===== src/rtl/shift_seq_pkg.sv =====
// Shared encodings for the shift sequencer: command ops, register selects, FSM states.
package shift_seq_pkg;

    typedef enum logic [1:0] {
        OP_SHR = 2'b00,
        OP_SHL = 2'b01,
        OP_ROR = 2'b10,
        OP_ROL = 2'b11
    } op_e;

    typedef enum logic [1:0] {
        SEL_HOLD = 2'b00,
        SEL_SHR  = 2'b01,
        SEL_SHL  = 2'b10,
        SEL_LOAD = 2'b11
    } sel_e;

    typedef enum logic [1:0] {
        IDLE  = 2'b00,
        LOAD  = 2'b01,
        SHIFT = 2'b10,
        DONE  = 2'b11
    } state_e;

    // Right-moving ops (SHR/ROR) use the shift-right select, the rest shift left.
    function automatic sel_e shift_sel(input op_e op);
        return ((op == OP_SHR) || (op == OP_ROR)) ? SEL_SHR : SEL_SHL;
    endfunction

endpackage


===== src/rtl/shift_seq_counter.sv =====
// Down-counter holding the number of shift cycles still to run for the current command.
module shift_seq_counter #(
    parameter int CNT_W = 4
) (
    input  logic             clk,
    input  logic             reset,
    input  logic             load,
    input  logic [CNT_W-1:0] load_val,
    input  logic             dec,
    output logic [CNT_W-1:0] count,
    output logic             last
);

    logic [CNT_W-1:0] cnt;

    // Load on command accept, otherwise count down one per shift cycle without wrapping.
    always_ff @(posedge clk) begin
        if (reset) begin
            cnt <= '0;
        end else if (load) begin
            cnt <= load_val;
        end else if (dec && (cnt != '0)) begin
            cnt <= cnt - 1'b1;
        end
    end

    assign count = cnt;
    assign last  = (cnt == CNT_W'(1));

endmodule


===== src/rtl/shift_sequencer.sv =====
// Command-driven controller for an external universal shift register: one parallel load,
// then 'count' shift/rotate cycles, then the register value is returned with a done pulse.
// Optional feature: define SHIFT_SEQ_ABORT_EN to add the abort input and aborted output.
module shift_sequencer
    import shift_seq_pkg::*;
#(
    parameter int WIDTH = 8,
    parameter int CNT_W = 4
) (
    input  logic             clk,
    input  logic             reset,
    input  logic             cmd_valid,
    output logic             cmd_ready,
    input  logic [1:0]       cmd_op,
    input  logic [WIDTH-1:0] cmd_data,
    input  logic [CNT_W-1:0] cmd_count,
    output logic [1:0]       sr_s,
    output logic [WIDTH-1:0] sr_i,
    output logic             sr_r,
    input  logic [WIDTH-1:0] sr_o,
`ifdef SHIFT_SEQ_ABORT_EN
    input  logic             abort,
    output logic             aborted,
`endif
    output logic             busy,
    output logic             done,
    output logic [WIDTH-1:0] result
);

    state_e           state, state_nxt;
    op_e              op_q;
    logic [WIDTH-1:0] data_q;
    logic [WIDTH-1:0] result_q;
    logic             accept;
    logic             cnt_dec;
    logic [CNT_W-1:0] cnt;
    logic             cnt_last;
    logic             abort_hit;
    sel_e             sel;

    assign accept = cmd_valid && cmd_ready;

`ifdef SHIFT_SEQ_ABORT_EN
    assign abort_hit = abort;
`else
    assign abort_hit = 1'b0;
`endif

    shift_seq_counter #(.CNT_W(CNT_W)) u_counter (
        .clk      (clk),
        .reset    (reset),
        .load     (accept),
        .load_val (cmd_count),
        .dec      (cnt_dec),
        .count    (cnt),
        .last     (cnt_last)
    );

    // State, latched command and the result captured from the register in DONE.
    always_ff @(posedge clk) begin
        if (reset) begin
            state    <= IDLE;
            op_q     <= OP_SHR;
            data_q   <= '0;
            result_q <= '0;
        end else begin
            state <= state_nxt;
            if (accept) begin
                op_q   <= op_e'(cmd_op);
                data_q <= cmd_data;
            end
            if (state == DONE) begin
                result_q <= sr_o;
            end
        end
    end

    // Next-state and register drive; an abort holds the register so DONE sees its current value.
    always_comb begin
        state_nxt = state;
        sel       = SEL_HOLD;
        sr_i      = '0;
        sr_r      = 1'b0;
        cnt_dec   = 1'b0;
        case (state)
            IDLE: begin
                if (cmd_valid) state_nxt = LOAD;
            end
            LOAD: begin
                if (abort_hit) begin
                    state_nxt = DONE;
                end else begin
                    sel       = SEL_LOAD;
                    sr_i      = data_q;
                    state_nxt = (cnt == '0) ? DONE : SHIFT;
                end
            end
            SHIFT: begin
                if (abort_hit) begin
                    state_nxt = DONE;
                end else begin
                    sel     = shift_sel(op_q);
                    cnt_dec = 1'b1;
                    if (op_q == OP_ROR) sr_r = sr_o[0];
                    if (op_q == OP_ROL) sr_r = sr_o[WIDTH-1];
                    if (cnt_last) state_nxt = DONE;
                end
            end
            DONE: begin
                state_nxt = IDLE;
            end
            default: begin
                state_nxt = IDLE;
            end
        endcase
    end

`ifdef SHIFT_SEQ_ABORT_EN
    logic aborted_q;

    // Remember whether the final LOAD/SHIFT cycle ended because of an abort.
    always_ff @(posedge clk) begin
        if (reset) begin
            aborted_q <= 1'b0;
        end else if ((state == LOAD) || (state == SHIFT)) begin
            aborted_q <= abort_hit;
        end
    end

    assign aborted = done && aborted_q;
`endif

    assign sr_s      = sel;
    assign cmd_ready = (state == IDLE);
    assign busy      = (state != IDLE);
    assign done      = (state == DONE);
    assign result    = done ? sr_o : result_q;

endmodule

===== config.mk =====
export PLATFORM = sky130hd
export DESIGN_NAME = shift_sequencer
export DESIGN_NICKNAME = d
export VERILOG_FILES = /design/src/rtl/shift_seq_pkg.sv /design/src/rtl/shift_seq_counter.sv /design/src/rtl/shift_sequencer.sv
export SDC_FILE = /design/constraint.sdc
export NUM_CORES = 1
export LEC_CHECK = 0
export ABC_AREA = 1
export BUFFER_PORTS_ARGS = -buffer_cell sky130_fd_sc_hd__clkbuf_2
export CORE_MARGIN = 4
export CORE_UTILIZATION = 47
export CTS_CLUSTER_SIZE = 30
export DETAILED_ROUTE_END_ITERATION = 16
export HOLD_SLACK_MARGIN = 0.03
export PLACE_DENSITY = 0.87
export SETUP_SLACK_MARGIN = 0.1
export SYNTH_ARGS = -nofsm -noshare
export SYNTH_HDL_FRONTEND = slang
export SYNTH_HIERARCHICAL = 1
export SYNTH_SLANG_ARGS = --single-unit

===== constraint.sdc =====
create_clock -name clk -period 1.56 [get_ports clk]
set_input_delay 0.078 -clock clk [delete_from_list [all_inputs] [get_ports clk]]
set_output_delay 0.078 -clock clk [all_outputs]
set_load 0.05 [all_outputs]

==> results of run 1 <==
worst register-to-register path: cells and delay by family (launching register included):
kind | cells | cell delay (ns)
adder cells (fa/ha/maj) | 1 | 0.17
AND/OR/NAND/NOR | 5 | 0.44
buffers and inverters | 3 | 0.21
AO/OA/AOI/OAI | 1 | 0.13
flip-flops | 1 | 0.42
kinds of logic (layout without fill, tap and decap cells):
family	count (synthesis)	in the layout	share of synthesized area, %
compound gates	29	29	13.1
xor+xnor	2	2	1.39
fa+ha+maj	7	7	6.94
buf+inv	31	98	10.9
flops	24	24	38.1
simple gates	87	87	29.6
repair_timing:
item                       4_1_cts  5_1_grt
hold buffers                    15        1
setup buffers                    2        1
hold endpoints to repair        15        1
setup endpoints to repair       22       23
gates resized for setup         58       44
pin swaps                        2        4
power by group:
part	internal, mW	total [mW]	switching [mW]	leakage [nW]
clock network	0.260	0.454	0.194	0.0279
logic	0.915	2.33	1.41	0.780
registers	0.764	0.931	0.167	0.198
total	1.94	3.71	1.78	1.01
state kept, by name, summed over array words and instances, names as in the netlist:
signal           flops
op_q                 2
state                2
result_q             8
data_q               8
u_counter/count      4
stage by stage:
step / std cells / worst slack [ns] / setup TNS (ns)
floorplan: 180 / -0.0844 / -0.723
global placement: 254 / 0.154 / 0
detailed placement: 254 / 0.127 / 0
CTS: 275 / 0.0653 / 0
global route: 277 / -0.0221 / -0.0518
finish: 277 / 0.0394 / 0
routing by layer:
| layer | vias up | global-route usage [%] | wire [um] |
|---|---|---|---|
| li1 | 693 | - | - |
| met1 | 644 | 24.5 | 1480 |
| met2 | 55 | 38.6 | 2270 |
| met3 | 10 | 1.73 | 183 |
| met4 | 0 | 11.7 | 107 |
| met5 | - | 0 | 0 |
synthesized netlist by cell type, types with 4 or more instances:
master,instances,area [um^2]
o21ai_0,4,20.0
inv_2,4,15.0
nand2_1,64,240
nor2_1,10,37.5
nand3_1,4,20.0
a21oi_1,20,100
inv_1,21,78.8
dfxtp_1,24,480
ha_1,7,87.6
area by class of cell:
type / instances / area (um^2)
inverters: 26 / 120
fillers: 141 / 427
flip-flops and latches: 24 / 488
well taps: 30 / 37.5
multi-input cells: 125 / 766
clock inverters: 1 / 30.0
repair buffers: 68 / 632
clock buffers: 3 / 22.5
worst paths after layout:
check	endpoint	slack, ns	cells past startpoint
worst min register to register	data_q[4]$_SDFFE_PP0P_	0.48	2
worst min-delay path	u_counter/count[0]$_SDFFE_PP0P_	0.06	3
worst max-delay path	sr_s[1]	0.04	5
worst max register to register	state[0]$_SDFFE_PP0P_	0.14	10
==> results.yml, run 1 <==
drt:
  via_per_inst: 5.06
  drt_first_pass_iters: 4
  wirelength_um: 4040
  vias: 1402
  drc: 0
  drtIter0Drc: 66
  wl_per_cell_um: 14.6
  antenna_left: 0
global_route:
  grt_max_degree: 23
  grt_usage_pct: 21.4
  grt_pass1_wl_um: 5850
  grt_overflow_total: 0
  grt_pass1_vias: 1387
  antenna_found_initial: 0
synthesis:
  synth_edf_count: 0
  synthFlopType: "dfxtp_1"
  yosysSeqAreaShare_pct: 38.1
  synth_seq_cells: 24
  ys_types: 25
  synthArstFlopShare_pct: 0
  synth_area_mm2: 0.00126
  synth_nets: 212
  syn_area_per_cell_um2: 7.01
  yosys_warnings: 6
  synthCells: 180
sta:
  min_period_ns: 1.52
  final-hold-violation-count: 0
  timing.hold.ws_ns: 0.0606
  finClkSkew_ns: 0.0141
  fin_crit_sh_pct: 97.5
  max_freq_mhz: 658
  slew_headroom_pct: 66.5
  finalSetupViolations: 0
  rsz0062_at_grt: "yes"
  final_max_slew_viol_count: 0
  tightestPinTransition_ns: 0.503
clock_tree:
  cts_buffers: 3
  clk_pin_slew_ns: 0.15
  cts_buffer_depth: 2
  cts-root-buf: "clkbuf_4"
  clock_latency_ns: 0.32
  clkSinkCount: 24
  htree_num_levels: 1
  cts_tree: "built"
floorplan:
  pin_count: 47
  die_w_um: 59.8
  die_h_um: 59.8
  coreArea_mm2: 0.00252
  die-area_mm2: 0.00358
  initial_core_util_pct: 50.0
  num_rows: 18
placement:
  dpl_cell_area_mm2: 0.00152
  io_buffer_count: 46
  gp_congestion: 0.819
  post-dp-hpwl_um: 2240
setup_path:
  worstSetupStartpoint: "state[1]$_SDFFE_PP0P_"
  critPathTopFamily: "flip-flops"
  max_stage_delay_ns: 0.42
  crit_chain: "buf_12 -> ha_4 -> nand2_1 -> a21oi_4 -> buf_8"
  start_kind: "flip-flop"
  critPathArrivalTime_ns: 1.44
  cp_num_buf_inv: 2
  critical_path_required_ns: 1.48
  cp_slowest_cell: "dfxtp_4"
  end_kind: "output pin"
  worstPathMaxFanout: 3
  regToRegStartpoint: "u_counter/count[1]$_SDFFE_PP0P_"
  criticalPathCategory: "flip-flop to output pin"
final_layout:
  layout_common_cells: "51 x nand2_1, 26 x clkbuf_2, 22 x dfxtp_1"
  drive_gt1_share_pct: 38.9
  layout_commonest_cell: "nand2_1"
  post-route-cell-area_mm2: 0.00210
  area_delta_synth_final_pct: 66.2
  n_antenna_cell: 0
  final_util_pct: 83.1
  nNetsFinal: 280
run_status:
  run_status: "finished, final reports clean"
worst_hold_path:
  worstHoldStart: "cmd_count[0]"
  hold_path_class: "primary input to flip-flop"
flow_run:
  maxCapViolations: 0
power_and_ir_drop:
  p_leak_nw: 1.01
  total_power_mw: 3.71
  ir_drop_mv: 1.69
  power_density_mw_per_mm2: 1770
Power figures use the tool's default switching activity.
==> run 2, diff against run 1 <==
--- a/config.mk
+++ b/config.mk
@@ -15,2 +15,3 @@
 export PLACE_DENSITY = 0.87
+export REMOVE_ABC_BUFFERS = 1
 export SETUP_SLACK_MARGIN = 0.1
==> constraint.sdc (replaced) <==
create_clock -name clk -period 1.56 [get_ports clk]
set_input_delay 0.156 -clock clk [delete_from_list [all_inputs] [get_ports clk]]
set_output_delay 0.156 -clock clk [all_outputs]
set_load 0.05 [all_outputs]
==> run 2 against run 1 <==
Compared with the run above:
- the run now ends with setup timing left
- register-to-register slack got worse by 0.06 ns
- clock power rose by 2%
- global-route usage rose by 0.97 points
- sequential power rose by 4.6%
- setup slack got worse by 0.11 ns
- flip-flop and latch count did not move
- design area rose by 9.0%
- largest power group unchanged
- highest routed layer unchanged
==> results.yml, run 2 (synthesis gave the netlist of run 1 again) <==
run_status:
  run_status: "finished, violations left"
  failed_checks: "setup timing"
sta:
  setup_ws_ns: -0.0706
  min_period_ns: 1.63
  final-hold-violation-count: 0
  fin_crit_sh_pct: 105
  finClkSkew_ns: 0.00268
  slew_headroom_pct: 66.1
  tightestPinTransition_ns: 0.508
  tns_ns: -0.581
  max_freq_mhz: 613
  rsz0062_at_grt: "yes"
  timing.hold.ws_ns: 0.0296
  final_max_slew_viol_count: 0
  finalSetupViolations: 19
floorplan:
  initial_core_util_pct: 50.0
  pin_count: 47
  coreArea_mm2: 0.00252
  die-area_mm2: 0.00358
  die_w_um: 59.8
  num_rows: 18
  die_h_um: 59.8
worst_hold_path:
  worstHoldStart: "cmd_data[7]"
  hold_path_class: "primary input to flip-flop"
  min_path_cells: 3
drt:
  drc: 0
  drt_first_pass_iters: 4
  wl_per_cell_um: 18.4
  via_per_inst: 5.40
  antenna_left: 0
  drtIter0Drc: 103
  wirelength_um: 5000
  vias: 1469
power_and_ir_drop:
  power_density_mw_per_mm2: 1800
  p_leak_nw: 1.15
  ir_drop_mv: 1.92
placement:
  gp_congestion: 0.839
  post-dp-hpwl_um: 2050
  preCtsSetupSlack_ns: 0.0777
  io_buffer_count: 46
  dpl.cell_count: 254
global_route:
  grt_usage_pct: 22.4
  grt_pass1_vias: 1350
  grt_pass1_wl_um: 5930
  grt_max_degree: 23
  antenna_found_initial: 0
  grt_overflow_total: 0
final_layout:
  nNetsFinal: 275
  stdcell_count: 272
  layout_common_cells: "33 x nand2_1, 24 x clkbuf_2, 22 x nand2_4"
  area_delta_synth_final_pct: 81.2
  n_antenna_cell: 0
  layout_commonest_cell: "nand2_1"
  final_util_pct: 90.6
  drive_gt1_share_pct: 55.4
clock_tree:
  cts_buffers: 3
  cts_tree: "built"
  cts_buffer_depth: 2
  htree_num_levels: 1
  clkSinkCount: 24
  clk_pin_slew_ns: 0.14
  clock_latency_ns: 0.33
  cts-root-buf: "clkbuf_4"
setup_path:
  r2r_cells: 9
  end_kind: "output pin"
  start_kind: "flip-flop"
  worstSetupStartpoint: "state[0]$_SDFFE_PP0P_"
  worstPathMaxFanout: 5
  criticalPathCategory: "flip-flop to output pin"
  regToRegStartpoint: "state[1]$_SDFFE_PP0P_"
  critPathArrivalTime_ns: 1.47
  critical_path_required_ns: 1.40
flow_run:
  maxCapViolations: 0
## run 2: worst paths after layout
path                            endpoint  slack [ns]
hold / removal    data_q[7]$_SDFFE_PP0P_        0.03
setup reg to reg   state[0]$_SDFFE_PP0P_        0.08
setup / recovery                 sr_s[1]       -0.07
hold reg to reg     op_q[1]$_SDFFE_PP0P_        0.48
## run 2: cell type report
cell class / instances / area [um^2]
Timing Repair Buffer: 63 / 676
Inverter: 26 / 124
Clock inverter: 1 / 30.0
Fill cell: 105 / 238
Tap cell: 30 / 37.5
Multi-Input combinational cell: 125 / 906
Clock buffer: 3 / 22.5
Sequential cell: 24 / 489
## run 2: per-stage QoR
step	area, um^2	power (mW)
finish	2280	4.12
global route	2280	4.30
CTS	2030	3.53
detailed placement	1510	2.52
global placement	1510	2.50
floorplan	1220	2.15
## run 2: what timing repair did
action / 4_1_cts / 5_1_grt
buffers inserted: 6 / 6
resized for setup: 103 / 62
hold endpoints to repair: 0 / 1
cloned: 1 / 0
endpoints found under the setup margin: 23 / 23
hold buffers: 0 / 1
pin swaps: 18 / 6
## run 2: worst max-delay path: stages (launching register included)
cell and delay [ns]:
dfxtp_4 0.45, inv_6 0.07, ha_4 0.28, inv_4 0.04
a21oi_4 0.13, buf_8 0.16
## run 2: per-layer routing
layer	part of all wire, %	track usage, %	wire (um)	vias up
met5	0	0	0	-
met1	35	24.2	1780	671
met3	8.0	4.32	401	23
li1	-	-	-	681
met2	52	39.5	2580	94
met4	4.8	13.6	241	0
## run 2: report_power, final
part,total (mW),switching [mW],internal [mW]
registers,0.974,0.206,0.767
logic,2.68,1.62,1.06
clock network,0.465,0.204,0.260
==> run 3, diff against run 2 <==
--- a/config.mk
+++ b/config.mk
@@ -17,2 +17,3 @@
 export SETUP_SLACK_MARGIN = 0.1
+export SLEW_MARGIN = 10
 export SYNTH_ARGS = -nofsm -noshare
==> constraint.sdc (replaced) <==
create_clock -name clk -period 1.56 [get_ports clk]
set_input_delay 0.39 -clock clk [delete_from_list [all_inputs] [get_ports clk]]
set_output_delay 0.39 -clock clk [all_outputs]
set_load 0.05 [all_outputs]
==> run 3 against run 2 <==
Compared with the run above:
- the flow still finishes with violations (setup timing)
- core utilization decreased by 1.2 points
- global-route usage decreased by 0.96 points
- maximum frequency decreased by 12%
- register-to-register slack improved by 0.02 ns
- first-iteration DRC count increased by 29%
- flip-flop and latch count unchanged
- worst hold slack improved by 0.24 ns
- critical path type unchanged
==> results.yml, run 3 (synthesis gave the netlist of run 1 again) <==
run_status:
  run_status: "finished, violations left"
  failed_checks: "setup timing"
drt:
  drtIter0Drc: 133
  drc: 0
  via_per_inst: 5.52
  antenna_left: 0
  wl_per_cell_um: 18.7
  vias: 1534
  drt_first_pass_iters: 5
  wirelength_um: 5190
power_and_ir_drop:
  ir_drop_mv: 2.06
  p_leak_nw: 1.08
  power_density_mw_per_mm2: 1850
  total_power_mw: 4.16
flow_run:
  maxCapViolations: 0
setup_path:
  end_kind: "output pin"
  start_kind: "flip-flop"
  regToRegStartpoint: "u_counter/count[1]$_SDFFE_PP0P_"
  worstSetupStartpoint: "state[0]$_SDFFE_PP0P_"
  criticalPathCategory: "flip-flop to output pin"
  worstPathMaxFanout: 4
  critical_path_required_ns: 1.17
  critPathArrivalTime_ns: 1.46
global_route:
  grt_usage_pct: 21.4
  grt_pass1_wl_um: 5760
  grt_pass1_vias: 1299
  grt_overflow_total: 0
  antenna_found_initial: 0
  grt_max_degree: 16
final_layout:
  nNetsFinal: 281
  n_antenna_cell: 0
  stdcell_count: 278
  multi_input_area_um2: 872
  seqCellArea_um2: 490
  layout_commonest_cell: "nand2_1"
  drive_gt1_share_pct: 56.0
  area_delta_synth_final_pct: 78.7
  fillCellCount: 108
  layout_common_cells: "38 x nand2_1, 24 x clkbuf_2, 20 x dfxtp_1"
  final_util_pct: 89.3
clock_tree:
  clock_latency_ns: 0.33
  cts-root-buf: "clkbuf_4"
  clkSinkCount: 24
  htree_num_levels: 1
  cts_buffer_depth: 2
  clk_pin_slew_ns: 0.14
  cts_buffers: 3
  cts_tree: "built"
worst_hold_path:
  worstHoldStart: "cmd_data[3]"
  hold_path_class: "primary input to flip-flop"
floorplan:
  die_w_um: 59.8
  initial_core_util_pct: 50.0
  die-area_mm2: 0.00358
  num_rows: 18
  pin_count: 47
  coreArea_mm2: 0.00252
  die_h_um: 59.8
placement:
  preCtsSetupSlack_ns: -0.0408
  dpl.cell_count: 263
  io_buffer_count: 46
  post-dp-hpwl_um: 2240
  gp_congestion: 0.813
sta:
  final_max_slew_viol_count: 0
  fin_crit_sh_pct: 119
  tightestPinTransition_ns: 0.368
  max_freq_mhz: 540
  final-hold-violation-count: 0
  finalSetupViolations: 22
  rsz0062_at_grt: "yes"
  slew_headroom_pct: 75.4
  min_period_ns: 1.85
  finClkSkew_ns: 0.00651
  setup_ws_ns: -0.290
run 3: cell types whose count changed in the layout (fill, tap and decap cells not counted), moves of 2 or more:
cell	before	now
buf_8	13	16
clkbuf_16	8	2
nand2_1	33	38
inv_4	3	1
nand2_4	22	14
buf_6	5	3
buf_12	0	4
buf_4	10	18
nand2_2	13	15
inv_2	10	14
run 3: repair_timing:
item,in CTS,in global routing
resized for setup,79,64
pin swaps,11,7
setup endpoints to repair,23,24
hold buffers,0,0
buffers inserted,2,9
run 3: worst paths after layout:
kind	cells after the start	endpoint	slack, ns
hold / removal	3	data_q[3]$_SDFFE_PP0P_	0.27
setup / recovery	5	sr_s[1]	-0.29
hold reg to reg	2	data_q[3]$_SDFFE_PP0P_	0.48
setup reg to reg	10	state[0]$_SDFFE_PP0P_	0.10
run 3: worst max-delay path, cell delays in order, from the launching register on:
cell and delay [ns]:
dfxtp_4 0.43, inv_6 0.06, ha_4 0.29, inv_4 0.05, a21oi_4 0.15, buf_12 0.16
run 3: final cells by class:
type                    instances  area share (%)
clock buffers                   3           0.999
multi-input cells             125            38.7
inverters                      26            5.05
flip-flops and latches         24            21.8
repair buffers                 69            30.5
well taps                      30            1.67
clock inverters                 1            1.33
run 3: metrics by stage:
step	TNS [ns]	hold slack (ns)	instance area, um^2
after global routing	-6.63	0.254	2250
after CTS	-4.10	0.276	2020
final	-5.09	0.267	2250
after detailed placement	-0.182	0.455	1620
after floorplan	-5.68	0.440	1220
after global placement	-0.0109	0.453	1620
run 3: power breakdown:
group          internal (mW)  switching [mW]
Combinational           1.13            1.64
Sequential             0.769           0.172
Clock                  0.260           0.198
Total                   2.16            2.01
run 3: per-layer routing:
layer	global-route usage (%)	share of wire [%]	vias to the layer above
met3	3.67	9.7	23
met5	0	0	-
met2	37.0	49	124
met1	25.5	37	697
met4	9.81	4.6	0
li1	-	-	690
